--- src/rtl/mul_issue_scheduler.sv ---
// mul_issue_scheduler: round-robin arbiter feeding one shared sequential multiplier, one op in flight,
// with popcount operand swap, zero-operand fast path and per-port flush of the owned op.
module mul_issue_scheduler #(
  parameter int NUM_REQ = 2,
  parameter bit SWAP_EN = 1'b1
) (
  input  logic                 clk_i,
  input  logic                 rst_n_i,
  input  logic [NUM_REQ-1:0]   req_valid_i,
  output logic [NUM_REQ-1:0]   req_ready_o,
  input  logic [NUM_REQ*32-1:0] req_op_a_i,
  input  logic [NUM_REQ*32-1:0] req_op_b_i,
  input  logic [NUM_REQ*5-1:0] req_rd_idx_i,
  input  logic [NUM_REQ-1:0]   flush_i,
  output logic [NUM_REQ-1:0]   resp_valid_o,
  output logic [31:0]          resp_result_o,
  output logic [4:0]           resp_rd_idx_o,
  output logic                 mul_start_o,
  output logic [31:0]          mul_op_a_o,
  output logic [31:0]          mul_op_b_o,
  output logic [4:0]           mul_rd_idx_o,
  input  logic                 mul_busy_i,
  input  logic                 mul_done_i,
  input  logic [31:0]          mul_result_i,
  input  logic [4:0]           mul_rd_idx_i,
  output logic                 busy_o
);
  localparam int PW = NUM_REQ > 1 ? $clog2(NUM_REQ) : 1;
  typedef enum logic [1:0] {IDLE, ISSUE, WAIT, RESP} state_e;
  state_e state_q, state_d;
  logic [PW-1:0] rr_q, rr_d, owner_q, owner_d, gnt;
  logic kill_q, kill_d, gnt_vld, swap;
  logic [31:0] op_a_q, op_a_d, op_b_q, op_b_d, res_q, res_d, a_sel, b_sel;
  logic [4:0] rd_q, rd_d, rd_sel;
  logic [NUM_REQ-1:0] elig;
  logic unused_tag;
  assign unused_tag = ^mul_rd_idx_i;
  assign elig = req_valid_i & ~flush_i;
  // Descending scan so the eligible port closest to rr_q is the last writer and wins.
  always_comb begin
    gnt_vld = 1'b0;
    gnt = '0;
    for (int i = NUM_REQ - 1; i >= 0; i--) begin
      if (elig[(int'(rr_q) + i) % NUM_REQ]) begin
        gnt_vld = 1'b1;
        gnt = PW'((int'(rr_q) + i) % NUM_REQ);
      end
    end
  end
  assign a_sel  = req_op_a_i[32*int'(gnt) +: 32];
  assign b_sel  = req_op_b_i[32*int'(gnt) +: 32];
  assign rd_sel = req_rd_idx_i[5*int'(gnt) +: 5];
  assign swap   = SWAP_EN && ($countones(b_sel) < $countones(a_sel));
  always_comb begin
    state_d = state_q;
    rr_d = rr_q;
    owner_d = owner_q;
    kill_d = kill_q;
    op_a_d = op_a_q;
    op_b_d = op_b_q;
    res_d = res_q;
    rd_d = rd_q;
    req_ready_o = '0;
    resp_valid_o = '0;
    mul_start_o = 1'b0;
    case (state_q)
      IDLE: if (gnt_vld) begin
        req_ready_o[gnt] = rst_n_i;
        owner_d = gnt;
        rr_d = PW'((int'(gnt) + 1) % NUM_REQ);
        rd_d = rd_sel;
        op_a_d = swap ? b_sel : a_sel;
        op_b_d = swap ? a_sel : b_sel;
        kill_d = 1'b0;
        res_d = '0;
        state_d = (a_sel == '0 || b_sel == '0) ? RESP : ISSUE;
      end
      ISSUE: begin
        kill_d = kill_q | flush_i[owner_q];
        mul_start_o = !mul_busy_i;
        state_d = mul_busy_i ? ISSUE : WAIT;
      end
      WAIT: begin
        kill_d = kill_q | flush_i[owner_q];
        res_d = mul_done_i ? mul_result_i : res_q;
        state_d = mul_done_i ? RESP : WAIT;
      end
      default: begin
        resp_valid_o[owner_q] = !(kill_q || flush_i[owner_q]);
        kill_d = 1'b0;
        state_d = IDLE;
      end
    endcase
  end
  always_ff @(posedge clk_i or negedge rst_n_i) begin
    if (!rst_n_i) begin
      state_q <= IDLE;
      rr_q <= '0;
      owner_q <= '0;
      kill_q <= 1'b0;
      op_a_q <= '0;
      op_b_q <= '0;
      res_q <= '0;
      rd_q <= '0;
    end else begin
      state_q <= state_d;
      rr_q <= rr_d;
      owner_q <= owner_d;
      kill_q <= kill_d;
      op_a_q <= op_a_d;
      op_b_q <= op_b_d;
      res_q <= res_d;
      rd_q <= rd_d;
    end
  end
  assign mul_op_a_o    = op_a_q;
  assign mul_op_b_o    = op_b_q;
  assign mul_rd_idx_o  = rd_q;
  assign resp_result_o = res_q;
  assign resp_rd_idx_o = rd_q;
  assign busy_o        = state_q != IDLE;
endmodule
--- config.mk ---
export PLATFORM = sky130hd
export DESIGN_NAME = mul_issue_scheduler
export DESIGN_NICKNAME = d
export VERILOG_FILES = /design/src/rtl/mul_issue_scheduler.sv
export SDC_FILE = /design/constraint.sdc
export NUM_CORES = 1
export LEC_CHECK = 0
export ABC_AREA = 1
export BUFFER_PORTS_ARGS = -buffer_cell sky130_fd_sc_hd__buf_2
export CORE_MARGIN = 5
export CORE_UTILIZATION = 55
export CTS_CLUSTER_SIZE = 10
export DETAILED_ROUTE_END_ITERATION = 6
export PLACE_DENSITY = 0.88
export SLEW_MARGIN = 20
export SYNTH_ARGS = -nofsm -noshare
export SYNTH_HDL_FRONTEND = slang
export SYNTH_SLANG_ARGS = --single-unit
--- constraint.sdc ---
create_clock -name clk_i -period 12.3 [get_ports clk_i]
set_input_delay 1.845 -clock clk_i [delete_from_list [all_inputs] [get_ports clk_i]]
set_output_delay 1.845 -clock clk_i [all_outputs]
set_load 0.005 [all_outputs]
==> impl_metrics.tcl, run 1 <==
set metrics [dict create \
    final_setup_violations 0 \
    post-synth-top-area-fraction_pct 33.4 \
    ys_seq_area_share_pct 33.4 \
    fin_crit_sh_pct 85.3 \
    final_net_count 1550 \
    fp.coreArea_um2 14000 \
    final.setup_skew_ns 0.00954 \
    syn_area_um2 7930 \
    worst_ep_required_time_ns 12.53 \
    count_of_boundary_i_o_pins 295 \
    postSynthNetCount 1304 \
    slew_headroom_pct 28.2 \
    drive_above_1_share_pct 25.3 \
    start_util_pct 56.7 \
    unrepaired_setup_endpoints_after_global_routing "no" \
    critical_path.reg2reg.endpoint "mul_op_b_o[11]$_DFFE_PN0P_" \
    clock_sinks 106 \
    area_contributors_post_synth "dfrtp_1 33%, nand2_1 15%, fa_1 12%" \
    gr-total-overflow 0 \
    port-buffer-count 289 \
    number_of_synthesized_register_bits 106 \
    clock.fmax_mhz 95.3 \
    post-route-drc-count 3 \
    drtIter0Drc 764 \
    cts_tree "built" \
    final_cell_count_no_fill 1482 \
    count_of_different_cell_masters_after_synthesis 31 \
    hold_depth 2 \
    cp_slowest_cell "nand2_2" \
    finalHoldViolations 0 \
    dieArea_um2 16900 \
    synthCells 1048 \
    worstHoldPathType "flip-flop to flip-flop" \
    path_clk_slew_ns 0.08 \
    grt_pass1_wl_mm 39.8 \
    critical_path_class "input pin to flip-flop" \
    cts_root_buffer "clkbuf_16" \
    placement_rows 43 \
    die_w_um 130 \
    worstSetupEndpointType "flip-flop" \
    cts_resized 0 \
    antenna_violations_before_repair 2 \
    worst_r2r_path_depth 28 \
    routed_via_density 5.38 \
    routed_wirelength_normalized_by_instance_count_um 17.5 \
    dieHeight_um 130 \
    timing.critical_path.mode_cell "fa_1" \
    tightest_slew_ns 1.08 \
    dpl.hpwl_mm 19.8 \
    path_max_fanout 65 \
    period_needed_ns 10.50 \
    crit_arrival_ns 10.72 \
    yosysTopAreaCell "dfrtp_1" \
    run_status "finished with violations" \
    slew_viol_final 0 \
    yosysWarnings 0 \
    cts_buffer_depth 2 \
    rr_startpoint "rr_q$_DFFE_PN0P_" \
    postCtsSetupRepairBufs 0 \
    async_flop_share_pct 100 \
    grt.total_usage_pct 30.6 \
    cts.hold.buffers_added 0 \
    synth_flop_cell "dfrtp_1" \
    drt_first_pass_iters 7 \
    max-cap-violations 0 \
    edff_count_synth 0 \
    grt_pass1_vias 7757 \
    numCtsBuffers 9 \
    synthesis.area_per_instance_um2 7.57 \
    insertion_delay_of_the_later_clocked_pin_in_the_worst_skew_pair_ns 0.35 \
    area_growth_syn_to_layout_pct 22.2 \
    worstHoldStart "resp_result_o[13]$_DFFE_PN0P_" \
    setup.worst_path.start_class "input pin" \
    cpPeakStageDelay_ns 0.85 \
    post-place-cells 1463 \
    ff2ff_setup_slack_ns 3.12 \
    gp_congestion 0.919 \
    synth_commonest_cells "312 x nand2_1, 157 x inv_1, 106 x dfrtp_1" \
    antenna_violating_nets_left 0 \
    largest_net_degree_at_the_start_of_global_routing 107 \
    synth_most_common_cell "nand2_1" \
    postRouteWirelength_mm 26.0 \
    min_to "resp_result_o[13]$_DFFE_PN0P_" \
    failed_checks "DRC" \
    vias 7973 \
    tns_ns 0 \
    htree_num_levels 3 \
]
==> metrics by stage <==
stage          cell area, um^2  setup WS [ns]  hold WS [ns]  utilization, %
5_1_grt                   9690           1.16         0.501            69.3
4_1_cts                   9680           2.09         0.485            69.2
3_3_place_gp              9370           2.07         0.462            67.0
2_1_floorplan             7930           3.93         0.451               -
3_5_place_dp              9380           1.78         0.466            67.1
6_report                  9690           1.80         0.484            69.3
==> critical path, delay by kind of cell <==
family | cells | cell delay (ns)
buffers and inverters | 8 | 1.84
adder cells (fa/ha/maj) | 8 | 3.57
AO/OA/AOI/OAI | 4 | 0.97
AND/OR/NAND/NOR | 9 | 2.46
==> per-layer routing <==
metal	up-vias	track usage [%]	wire, um
li1	3754	-	-
met1	3692	37.4	9290
met2	443	50.8	12600
met3	84	7.74	2970
met4	0	14.7	1150
met5	-	0	0
==> worst max path at each step <==
stage / startpoint / end / slack, ns / depth (start not counted)
after floorplan: flush_i[0] / mul_op_b_o[22]$_DFFE_PN0P_ / 3.93 / 31
after global placement: flush_i[0] / mul_op_b_o[30]$_DFFE_PN0P_ / 2.07 / 28
after detailed placement: flush_i[0] / mul_op_b_o[12]$_DFFE_PN0P_ / 1.78 / 32
after CTS: flush_i[0] / mul_op_a_o[18]$_DFFE_PN0P_ / 2.09 / 32
after global routing: flush_i[0] / mul_op_b_o[22]$_DFFE_PN0P_ / 1.16 / 32
final: flush_i[0] / mul_op_b_o[11]$_DFFE_PN0P_ / 1.80 / 29
==> cell usage in the layout, fill, tap and decap left out, drive strengths merged, types with 4 or more instances in the layout <==
master,synthesis,final
nand3,6,6
a22o,32,32
dfrtp,106,106
nand3b,51,51
nand2,313,313
nor2,70,70
clkbuf,30,10
ha,25,25
xor2,4,4
buf,30,295
o21ai,118,118
a21oi,40,40
inv,162,163
fa,48,48
diode,0,4
==> flip-flops by register name, summed over array words and instances (netlist names) <==
signal	count
resp_result_o	32
mul_rd_idx_o	5
mul_op_a_o	32
owner_q	1
state_q	2
kill_q	1
mul_op_b_o	32
rr_q	1
==> final cells by class <==
| cell class | instances | area, um^2 |
|---|---|---|
| sequential | 106 | 2650 |
| inverter | 162 | 609 |
| timing repair buffer | 295 | 1500 |
| fill | 1156 | 4290 |
| tap | 180 | 225 |
| clock inverter | 5 | 60.1 |
| multi-input combinational | 720 | 4400 |
| clock buffer | 10 | 239 |
| antenna | 4 | 10.0 |
==> logic make-up (layout without fill, tap and decap cells) <==
family                     count (synthesis)  after routing  share of synthesized area, %
AOI/OAI and AO/OA                        198            198                          14.7
xor gates and xnor gates                   6              6                         0.662
adders and majority gates                 73             73                          16.1
buffers and inverters                    222            472                          11.2
DFF                                      106            106                          33.4
other                                      0              4                             0
and+or+nand+nor                          443            443                          23.9
Power of run 1 is not shown: default switching activity piles up to over one toggle a cycle in this logic, so the estimate is an artifact.
==> run 2: changes to the inputs <==
--- a/config.mk
+++ b/config.mk
@@ -8,10 +8,10 @@
 export ABC_AREA = 1
 export BUFFER_PORTS_ARGS = -buffer_cell sky130_fd_sc_hd__buf_2
 export CORE_MARGIN = 5
-export CORE_UTILIZATION = 55
+export CORE_UTILIZATION = 51
 export CTS_CLUSTER_SIZE = 10
 export DETAILED_ROUTE_END_ITERATION = 6
-export PLACE_DENSITY = 0.88
+export PLACE_DENSITY = 0.82
 export SLEW_MARGIN = 20
 export SYNTH_ARGS = -nofsm -noshare
 export SYNTH_HDL_FRONTEND = slang
==> constraint.sdc (replaced) <==
create_clock -name clk_i -period 10.5 [get_ports clk_i]
set_input_delay 1.575 -clock clk_i [delete_from_list [all_inputs] [get_ports clk_i]]
set_output_delay 1.575 -clock clk_i [all_outputs]
set_load 0.005 [all_outputs]
==> impl_metrics.tcl, run 2 (same netlist as run 1, synthesis figures left out) <==
set metrics [dict create \
    run_status "finished clean" \
    tns_ns 0 \
    multi_input_area_um2 4400 \
    clock.fmax_mhz 107 \
    insertion_delay_of_the_later_clocked_pin_in_the_worst_skew_pair_ns 0.36 \
    start_util_pct 52.2 \
    path_clk_slew_ns 0.08 \
    crit_arrival_ns 9.55 \
    dpl.hpwl_mm 19.5 \
    cts_tree "built" \
    numCtsBuffers 9 \
    path_max_fanout 65 \
    cts.hold.buffers_added 0 \
    die_w_um 135 \
    cpPeakStageDelay_ns 0.76 \
    cts_resized 0 \
    fin_crit_sh_pct 88.8 \
    tightest_slew_ns 1.03 \
    drive_above_1_share_pct 25.4 \
    gp_congestion 0.928 \
    post-route-drc-count 0 \
    postCtsSetupRepairBufs 0 \
    grt_pass1_vias 7383 \
    grt.total_usage_pct 26.8 \
    drt_first_pass_iters 5 \
    antenna_violations_before_repair 0 \
    family_with_the_most_delay_on_the_worst_path "adder cells" \
    worst_ep_required_time_ns 10.72 \
    final.setup_skew_ns 0.0133 \
    regArea_um2 2650 \
    critPathBufInv 11 \
    drtIter0Drc 697 \
    htree_num_levels 3 \
    finalHoldViolations 0 \
    dieArea_um2 18100 \
    slew_headroom_pct 31.2 \
    final_setup_violations 0 \
    cts_root_buffer "clkbuf_16" \
    vias 7845 \
    cp_slowest_cell "clkinv_2" \
    max-cap-violations 0 \
    mostFrequentLayoutCells "312 x nand2_1, 288 x buf_2, 157 x inv_1" \
    timing.critical_path.mode_cell "inv_1" \
    final_net_count 1552 \
    critical_path_class "input pin to flip-flop" \
    cts_buffer_depth 2 \
    worstSetupEndpointType "flip-flop" \
    setup.worst_path.start_class "input pin" \
    clock_sinks 106 \
    grt_pass1_wl_mm 38.2 \
    routed_wirelength_normalized_by_instance_count_um 16.8 \
    gr-total-overflow 0 \
    fp.coreArea_um2 15200 \
    antennaDiodeCount 0 \
    postRouteWirelength_mm 25.0 \
    unrepaired_setup_endpoints_after_global_routing "no" \
    count_of_boundary_i_o_pins 295 \
    layout_commonest_cell "nand2_1" \
    antenna_violating_nets_left 0 \
    slew_viol_final 0 \
    period_needed_ns 9.33 \
    routed_via_density 5.27 \
    port-buffer-count 289 \
    largest_net_degree_at_the_start_of_global_routing 106 \
    worstHoldPathType "flip-flop to flip-flop" \
    dieHeight_um 135 \
    area_growth_syn_to_layout_pct 22.3 \
    placement_rows 45 \
    num-fill-cells 1333 \
]
run 2: cell count changes in the layout (fill, tap and decap cells not counted), sizes merged:
| cell | previous run | this run |
|---|---|---|
| inv | 163 | 164 |
| clkinvlp | 1 | 0 |
| bufinv | 1 | 0 |
| diode | 4 | 0 |
| buf | 295 | 297 |
| clkinv | 2 | 4 |
run 2: layout make-up:
cell class / count / share of cell area [%]
Timing Repair Buffer: 297 / 15.7
Sequential cell: 106 / 27.3
Clock buffer: 10 / 2.36
Tap cell: 188 / 2.42
Inverter: 162 / 6.28
Multi-Input combinational cell: 720 / 45.3
Clock inverter: 6 / 0.580
run 2: per-stage QoR:
stage	std cells	hold slack, ns	utilization (%)	setup WS [ns]	area, um^2
2_1_floorplan	1048	0.451	-	2.40	7930
3_3_place_gp	1473	0.462	61.9	1.32	9410
3_5_place_dp	1473	0.460	61.9	1.14	9410
4_1_cts	1489	0.481	63.8	1.50	9700
5_1_grt	1489	0.498	63.8	0.745	9700
6_report	1489	0.476	63.8	1.17	9700
run 2: worst register-to-register path: cells and delay by family (launching register included):
kind | cells | cell delay [ns]
AOI/OAI and AO/OA | 5 | 1.41
and+or+nand+nor | 8 | 1.26
DFF | 1 | 0.36
adders and majority gates | 8 | 3.54
buffers and inverters | 10 | 1.62
run 2: worst paths after layout:
check	start	to	slack, ns	cells after the start
worst max-delay path	flush_i[0]	mul_op_b_o[6]$_DFFE_PN0P_	1.17	32
min in group asynchronous	rst_n_i	resp_result_o[4]$_DFFE_PN0P_	1.18	1
worst min register to register	mul_op_a_o[6]$_DFFE_PN0P_	mul_op_a_o[6]$_DFFE_PN0P_	0.48	2
worst min-delay path	mul_op_a_o[6]$_DFFE_PN0P_	mul_op_a_o[6]$_DFFE_PN0P_	0.48	2
worst max register to register	rr_q$_DFFE_PN0P_	mul_op_b_o[6]$_DFFE_PN0P_	2.16	31
max in group asynchronous	rst_n_i	mul_op_a_o[7]$_DFFE_PN0P_	7.97	3
run 2: layer usage:
metal  part of all wire, %  GRT usage [%]  wire [um]
met5                     0              0          0
met4                   2.7           8.14        677
met3                   8.9           6.15       2230
met2                    48           44.8      12100
met1                    40           34.8       9980
Power of run 2 is left out for the same reason.
